<file path="src/rtl/lbist_tpg_ps.sv">
// LBIST test-pattern generator: Fibonacci LFSR + XNOR phase shifter with seed load,
// pattern counting and a ready handshake. Define LBIST_TPG_OUT_REG_EN to register dout_o/valid_o.
module lbist_tpg_ps #(
   parameter int                N_LFSR = 24,
   parameter int                N_OUT  = 267,
   parameter logic [N_LFSR-1:0] POLY   = 24'hE10000,
   parameter logic [N_LFSR-1:0] SEED   = 24'h5A5A5A,
   parameter int                CNT_W  = 16
) (
   input  logic              clk,
   input  logic              rst_n,
   input  logic              seed_load_i,
   input  logic [N_LFSR-1:0] seed_i,
   input  logic              start_i,
   input  logic [CNT_W-1:0]  n_patterns_i,
   input  logic              abort_i,
   input  logic              ready_i,
   output logic [N_OUT-1:0]  dout_o,
   output logic              valid_o,
   output logic              busy_o,
   output logic              done_o,
   output logic [CNT_W-1:0]  pattern_cnt_o,
   output logic [N_LFSR-1:0] lfsr_o
);

   if (N_LFSR < 4 || N_LFSR > 64) begin : g_bad_width
      $error("lbist_tpg_ps: N_LFSR out of range");
   end
   if (N_OUT > (N_LFSR-1)*(1+(N_LFSR+1)/2)) begin : g_bad_nout
      $error("lbist_tpg_ps: N_OUT too large for N_LFSR");
   end
   if (SEED == '0) begin : g_bad_seed
      $error("lbist_tpg_ps: SEED must be nonzero");
   end

   typedef enum logic [1:0] {IDLE, RUN, DONE} state_e;

   state_e            state_q, state_d;
   logic [N_LFSR-1:0] lfsr_q, lfsr_d, lfsr_step;
   logic [CNT_W-1:0]  cnt_q, cnt_d, target_q, target_d;
   logic [N_OUT-1:0]  ps_cur;
   logic              accept;

   assign lfsr_step = {lfsr_q[N_LFSR-2:0], ^(lfsr_q & POLY)};

   // Group 0 pairs adjacent bits; later groups pair bit J with an even-spaced anchor bit.
   for (genvar i = 0; i < N_OUT; i++) begin : g_ps
      localparam int G = i / (N_LFSR-1);
      localparam int J = i % (N_LFSR-1);
      localparam int A = (G == 0) ? J + 1 : (2*(G-1)) % N_LFSR;
      assign ps_cur[i] = ~(lfsr_q[J] ^ lfsr_q[A]);
   end

   always_ff @(posedge clk or negedge rst_n) begin
      if (!rst_n) begin
         state_q  <= IDLE;
         lfsr_q   <= SEED;
         cnt_q    <= '0;
         target_q <= '0;
      end else begin
         state_q  <= state_d;
         lfsr_q   <= lfsr_d;
         cnt_q    <= cnt_d;
         target_q <= target_d;
      end
   end

   // The last accept of a run does not step the LFSR, so a restart continues from the last pattern.
   always_comb begin
      state_d  = state_q;
      lfsr_d   = lfsr_q;
      cnt_d    = cnt_q;
      target_d = target_q;
      if (abort_i) begin
         state_d = IDLE;
         cnt_d   = '0;
      end else begin
         case (state_q)
            IDLE: begin
               if (seed_load_i) lfsr_d = (seed_i == '0) ? SEED : seed_i;
               if (start_i) begin
                  cnt_d    = '0;
                  target_d = n_patterns_i;
                  state_d  = (n_patterns_i != '0) ? RUN : DONE;
               end
            end
            RUN: begin
               if (accept) begin
                  cnt_d = cnt_q + CNT_W'(1);
                  if (cnt_q == target_q - CNT_W'(1)) state_d = DONE;
                  else lfsr_d = lfsr_step;
               end
            end
            DONE: begin
               if (start_i) begin
                  cnt_d    = '0;
                  target_d = n_patterns_i;
                  state_d  = (n_patterns_i != '0) ? RUN : DONE;
               end
            end
            default: state_d = IDLE;
         endcase
      end
   end

`ifdef LBIST_TPG_OUT_REG_EN
   logic [N_OUT-1:0] ps_nxt, dout_q, dout_d;
   logic             valid_q, valid_d;

   for (genvar i = 0; i < N_OUT; i++) begin : g_ps_nxt
      localparam int G = i / (N_LFSR-1);
      localparam int J = i % (N_LFSR-1);
      localparam int A = (G == 0) ? J + 1 : (2*(G-1)) % N_LFSR;
      assign ps_nxt[i] = ~(lfsr_d[J] ^ lfsr_d[A]);
   end

   assign accept = ready_i & valid_q;

   always_ff @(posedge clk or negedge rst_n) begin
      if (!rst_n) begin
         dout_q  <= '0;
         valid_q <= 1'b0;
      end else begin
         dout_q  <= dout_d;
         valid_q <= valid_d;
      end
   end

   // Reload from the post-accept LFSR state so one pattern can be consumed every cycle.
   always_comb begin
      valid_d = (state_q == RUN) && (state_d == RUN);
      dout_d  = dout_q;
      if (valid_d && (!valid_q || accept)) dout_d = ps_nxt;
   end

   assign dout_o  = dout_q;
   assign valid_o = valid_q;
`else
   assign accept  = ready_i & (state_q == RUN);
   assign dout_o  = ps_cur;
   assign valid_o = (state_q == RUN);
`endif

`ifdef LBIST_TPG_OUT_REG_EN
   logic unused_ps;
   assign unused_ps = ^ps_cur;
`endif

   assign busy_o        = (state_q == RUN);
   assign done_o        = (state_q == DONE);
   assign pattern_cnt_o = cnt_q;
   assign lfsr_o        = lfsr_q;

endmodule
</file>
<file path="config.mk">
export PLATFORM = sky130hd
export DESIGN_NAME = lbist_tpg_ps
export DESIGN_NICKNAME = d
export VERILOG_FILES = /design/src/rtl/lbist_tpg_ps.sv
export SDC_FILE = /design/constraint.sdc
export NUM_CORES = 1
export LEC_CHECK = 0
export CAP_MARGIN = 0
export CORE_AREA = 3 3 137 139
export CTS_BUF_LIST = sky130_fd_sc_hd__clkbuf_4 sky130_fd_sc_hd__clkbuf_8
export CTS_CLUSTER_SIZE = 12
export DETAILED_ROUTE_END_ITERATION = 7
export DIE_AREA = 0 0 140 142
export HOLD_SLACK_MARGIN = 0.08
export PLACE_DENSITY = 0.72
export SLEW_MARGIN = 15
export SYNTH_ARGS = -nofsm -noshare
export SYNTH_HDL_FRONTEND = slang
export SYNTH_SLANG_ARGS = --single-unit
</file>
<file path="constraint.sdc">
create_clock -name clk -period 8.3 [get_ports clk]
set_clock_uncertainty 0.15 [all_clocks]
set_input_delay 2.075 -clock clk [delete_from_list [all_inputs] [get_ports clk]]
set_output_delay 2.075 -clock clk [all_outputs]
set_load 0.01 [all_outputs]
</file>
## Yosys cells after proc, flatten, opt, wreduce, memory -nomap -nowiden

Index checks and enable logic that the tools add are counted.

- Latch bits: 0
- RAM bits: 0
- Register bits after elaboration: 58
- Output and inout port bits: 310
- Memories: 0
- ROM bits: 0
- Input port bits: 46
- Word-level logic and storage cells: 415

- Multipliers: 0
- Muxes and demuxes: 15
- Reduce and logical (&&, ||, !) cells: 11
- Shift-type cells: 0
- Div/mod/pow operators: 0
- $add $sub $neg: 2
- Bitwise logic cells: 374
- Magnitude comparators: 0
- Equal/unequal tests: 9

Operator list:

| kind | count |
|---|---|
| $not 1->1 | 187 |
| $xor 1x1->1 | 186 |
| $mux 24 | 4 |
| $mux 16 | 3 |
| $pmux 24 s2 | 1 |
| $pmux 16 s2 | 1 |
| $logic_not 24->1 | 1 |
| $reduce_xor 24->1 | 1 |
| $add 16x1->16 const B | 1 |
| $eq 16x16->1 | 1 |
| $reduce_bool 16->1 | 1 |
| $sub 16x1->16 const B | 1 |
| $mux 2 | 5 |
| $reduce_and 3->1 | 3 |
| $ne 3x2->1 const B | 2 |
| $reduce_and 5->1 | 1 |
| $ne 2x2->1 const B | 2 |
| $pmux 2 s2 | 1 |
| $ne 3x1->1 const B | 1 |
| $reduce_bool 3->1 | 1 |
| $eq 2x1->1 const B | 1 |
| $eq 2x2->1 const B | 1 |
| $logic_not 2->1 | 1 |
| $ne 2x1->1 const B | 1 |
| 3 further kinds | 3 |

## Depth between registers and ports, before layout

- Depth after elaboration: 6
- Depth in mapped cells: 11
- Gate-level depth less buffers: 9

## Worst setup path after synthesis

Ideal clock, no wire load.

- Path type: reg2out
- Start point: register lfsr_q[6] (netlist: lfsr_o[6])
- End point: output dout_o[144]
- Cell stages (with the launch flop): 5
- Path slack: 4.436 ns
- Arrival: 1.639 ns
- Buffers on the path: 3
- Required time: 6.075 ns
- Cell sequence: dfstp_2 -> clkbuf_1 -> buf_1 -> xnor2_1 -> buf_4

- Longest elaborated chain between the ends: 2

Ends and longest elaborated chain:

| what | line | source |
|---|---|---|
| start, declared | 39 | `logic [N_LFSR-1:0] lfsr_q, lfsr_d, lfsr_step;` |
| start signal, assigned | 62 | `lfsr_q <= lfsr_d;` |
| $xor 1x1->1 | -- |  |
| $not 1->1 | -- |  |
| end, declared | 18 | `output logic [N_OUT-1:0] dout_o,` |

No other way between the ends.

## Worst setup path after layout

- Start point: register lfsr_q[14] (netlist: lfsr_o[14])
- End point: output dout_o[37]

- Longest elaborated chain between the ends: 2

Ends and longest elaborated chain:

| what | line | source |
|---|---|---|
| $xor 1x1->1 | 51 | `assign ps_cur[i] = ~(lfsr_q[J] ^ lfsr_q[A]);` |
| $not 1->1 | 51 |  |

No other way between the ends.

==> results.md <==
* Run status: finished, final reports clean
* Ant. Diodes at 0
* Filler cell count in the final layout at 1,645
* Layout Nets at 931
* GRT Util Overall at 21.1%
* Num rows at 49
* Placed inst area at 0.00884 mm2
* Setup Fix Bufs, Post-CTS at 0
* Htree depth at 3
* Io pins at 356
* Core area at 0.0178 mm2
* Register area share after synthesis at 25.0%
* Tmin final at 4.56 ns
* Max VDD drop at 0.403 mV
* CP Capture Type: output pin
* Critical path launch point type: flop
* Final routed DRC violation total at 0
* Clk sinks at 58
* Worst-path clk slew at 0.08 ns
* Vias in the first global route at 5,081
* Reg-to-Reg Start: target_q[0]$_DFFE_PN0P_
* WP data required at 6.08 ns
* Fin. Hold Viols at 0
* Initial antenna violation count at 0
* Commonest non-fill, non-tap cell in the layout: clkdlybuf4s50_1
* Starting Density at 33.0%
* Worst hold endpoint: lfsr_o[8]$_DFFE_PN0P_
* Final setup viols at 0
* Design Area, Final at 0.00904 mm2
* Pre-CTS setup slack at 3.64 ns
* CTS tree: built
* Fin crit share at 55.0%
* Layout Cells excl Fill at 1,117
* Hold buffers post-CTS at 0
* Vias at 5,252
* RR Endpoint: lfsr_o[13]$_DFFE_PN0P_
* Height of the die at 142 um
* Setup slack, reg-to-reg at 4.73 ns
* Die ar. at 0.0199 mm2
* RSZ-0062 raised after global routing: no
* CTS root buffer: clkbuf_8
* Drt total wl at 22.2 mm
* Most common flop cell mapped by yosys: dfrtp_1
* Leak at 3.30 nW
* Max-slew violations at 0
* Hold path depth at 1
* Die Span X at 140 um
* Post-synthesis cell type count at 49
* Hold Path Origin: lfsr_o[8]$_DFFE_PN0P_
* Via/cell ratio at 4.70
* Hold slack at 0.403 ns
* DRT Pass-1 Iters at 5
* Post-placement cell count at 1,101
* Post_cts resized at 0
* Num CTS Buffers at 9
* Syn avg cell area at 9.04 um2
* Area Growth Syn to Fin at 54.1%
* Count of input and output buffers at 345
* Worst relative slew slack at 40.0%
* First-pass GRT wire length at 32.5 mm
* Hold WC Path Type: reg2reg
* Netlist Area Pre-Place at 0.00587 mm2
* Synthesis Warnings at 0
* Worst Path Arrival at 2.34 ns
* Synth async-reset ratio at 100%
* Skew-Pair Late Insertion Delay at 0.34 ns
* Fin worst setup slack at 3.74 ns
* Commonest cells after routing, fill and taps aside: clkdlybuf4s50_1, xnor2_1, nand2_1
* Setup TNS at 0 ns
* Initial DRC Count at 205
* Post-route ant nets at 0
* Share of cells above drive strength 1 at 10.7%
* Maximum clock rate at 219 MHz
* EDFF count, synth at 0
* Clock Tree Buf Depth at 2
* Grt total ovfl at 0
* R2R cell count at 10
* Cell count after synthesis at 649
* CP Class: reg2out
* Crit path max fanout at 25
* WL/cell at 19.9 um
* Power Dens Cells at 549 mW/mm2
* GPL Wtd Cong at 0.857
* Max-cap violations at 0
* Flops & latches, synth at 58
* Post-DP HPWL at 16.9 mm
* Largest net degree at the start of global routing at 59
* Worst-margin pin slew at 0.888 ns
layout make-up:
| cell class | count | area [um2] | area share, % |
|---|---|---|---|
| Clock buffer | 11 | 151 | 1.67 |
| Clock inverter | 5 | 52.6 | 0.581 |
| Inverter | 8 | 30.0 | 0.332 |
| Multi-Input combinational cell | 452 | 3540 | 39.1 |
| Sequential cell | 58 | 1470 | 16.2 |
| Tap cell | 229 | 287 | 3.17 |
| Timing Repair Buffer | 354 | 3520 | 38.9 |
report_power, final:
part / leakage, nW / total [mW] / internal [mW] / switching [mW]
Clock: 0.105 / 0.274 / 0.153 / 0.120
Combinational: 2.49 / 3.92 / 2.38 / 1.55
Sequential: 0.706 / 0.764 / 0.369 / 0.395
per-stage QoR:
stage | utilization [%] | power [mW]
6_report | 50.9 | 4.96
5_1_grt | 50.9 | 5.23
4_1_cts | 50.9 | 5.02
3_5_place_dp | 49.7 | 4.75
3_3_place_gp | 49.7 | 4.73
2_1_floorplan | - | 2.64
state kept, by name (all words and copies together) (netlist names):
name and flops:
state_q 2, pattern_cnt_o 16, lfsr_o 24, target_q 16
Yosys cell counts, types with 2 or more instances:
library cell	count	share of area [%]
a211o_1	2	0.30
a211oi_1	3	0.38
a21oi_1	6	0.51
a311oi_1	3	0.45
a31oi_1	2	0.21
and3_1	6	0.64
buf_1	32	2.0
buf_12	2	0.68
buf_4	82	10
clkbuf_1	23	1.5
dfrtp_1	46	20
dfstp_2	12	5.4
ha_1	2	0.43
inv_1	7	0.45
mux2_2	28	5.4
mux2_4	20	5.1
nand2_1	48	3.1
nand2b_1	2	0.21
nand3_1	9	0.77
nand4_1	7	0.75
nor2_1	23	1.5
nor2b_1	3	0.32
nor3_1	6	0.51
nor4_1	12	1.3
nor4_2	2	0.43
nor4b_1	3	0.45
o21ai_0	23	2.0
o31ai_1	3	0.38
or3_1	2	0.21
xnor2_1	197	29
xor2_1	15	2.2
worst max-delay path, stage by stage (launching register included):
cell,delay [ns]
dfstp_2,1.06
xnor2_1,0.25
clkdlybuf4s50_1,0.69
per-layer routing:
metal / part of all wire [%] / GRT usage [%]
met1: 39 / 25.1
met5: 0 / 0
met3: 6.9 / 4.77
met2: 52 / 38.2
met4: 2.0 / 6.12
cells by family (layout without fill, tap and decap cells):
family	count (synthesis)	in the layout	synth area share, %
other	1	10	0.0639
multiplexers	49	49	10.7
AND/OR/NAND/NOR	130	130	11.6
buffers and inverters	148	378	15.4
adder cells (fa/ha/maj)	2	2	0.426
flip-flops	58	58	25.0
AO/OA/AOI/OAI	49	49	5.18
XOR/XNOR	212	212	31.6
worst max-delay path by stage:
stage | start | endpoint | slack (ns) | cells after the start
final | lfsr_o[14]$_DFFE_PN1P_ | dout_o[37] | 3.74 | 2
after global routing | lfsr_o[14]$_DFFE_PN1P_ | dout_o[37] | 3.60 | 2
after CTS | lfsr_o[14]$_DFFE_PN1P_ | dout_o[37] | 3.68 | 2
after detailed placement | start_i | pattern_cnt_o[10]$_DFFE_PN0P_ | 3.64 | 8
after global placement | start_i | pattern_cnt_o[10]$_DFFE_PN0P_ | 3.66 | 8
after floorplan | lfsr_o[6]$_DFFE_PN1P_ | dout_o[144] | 4.44 | 4
Note: power is estimated with default switching activity, not from simulation.
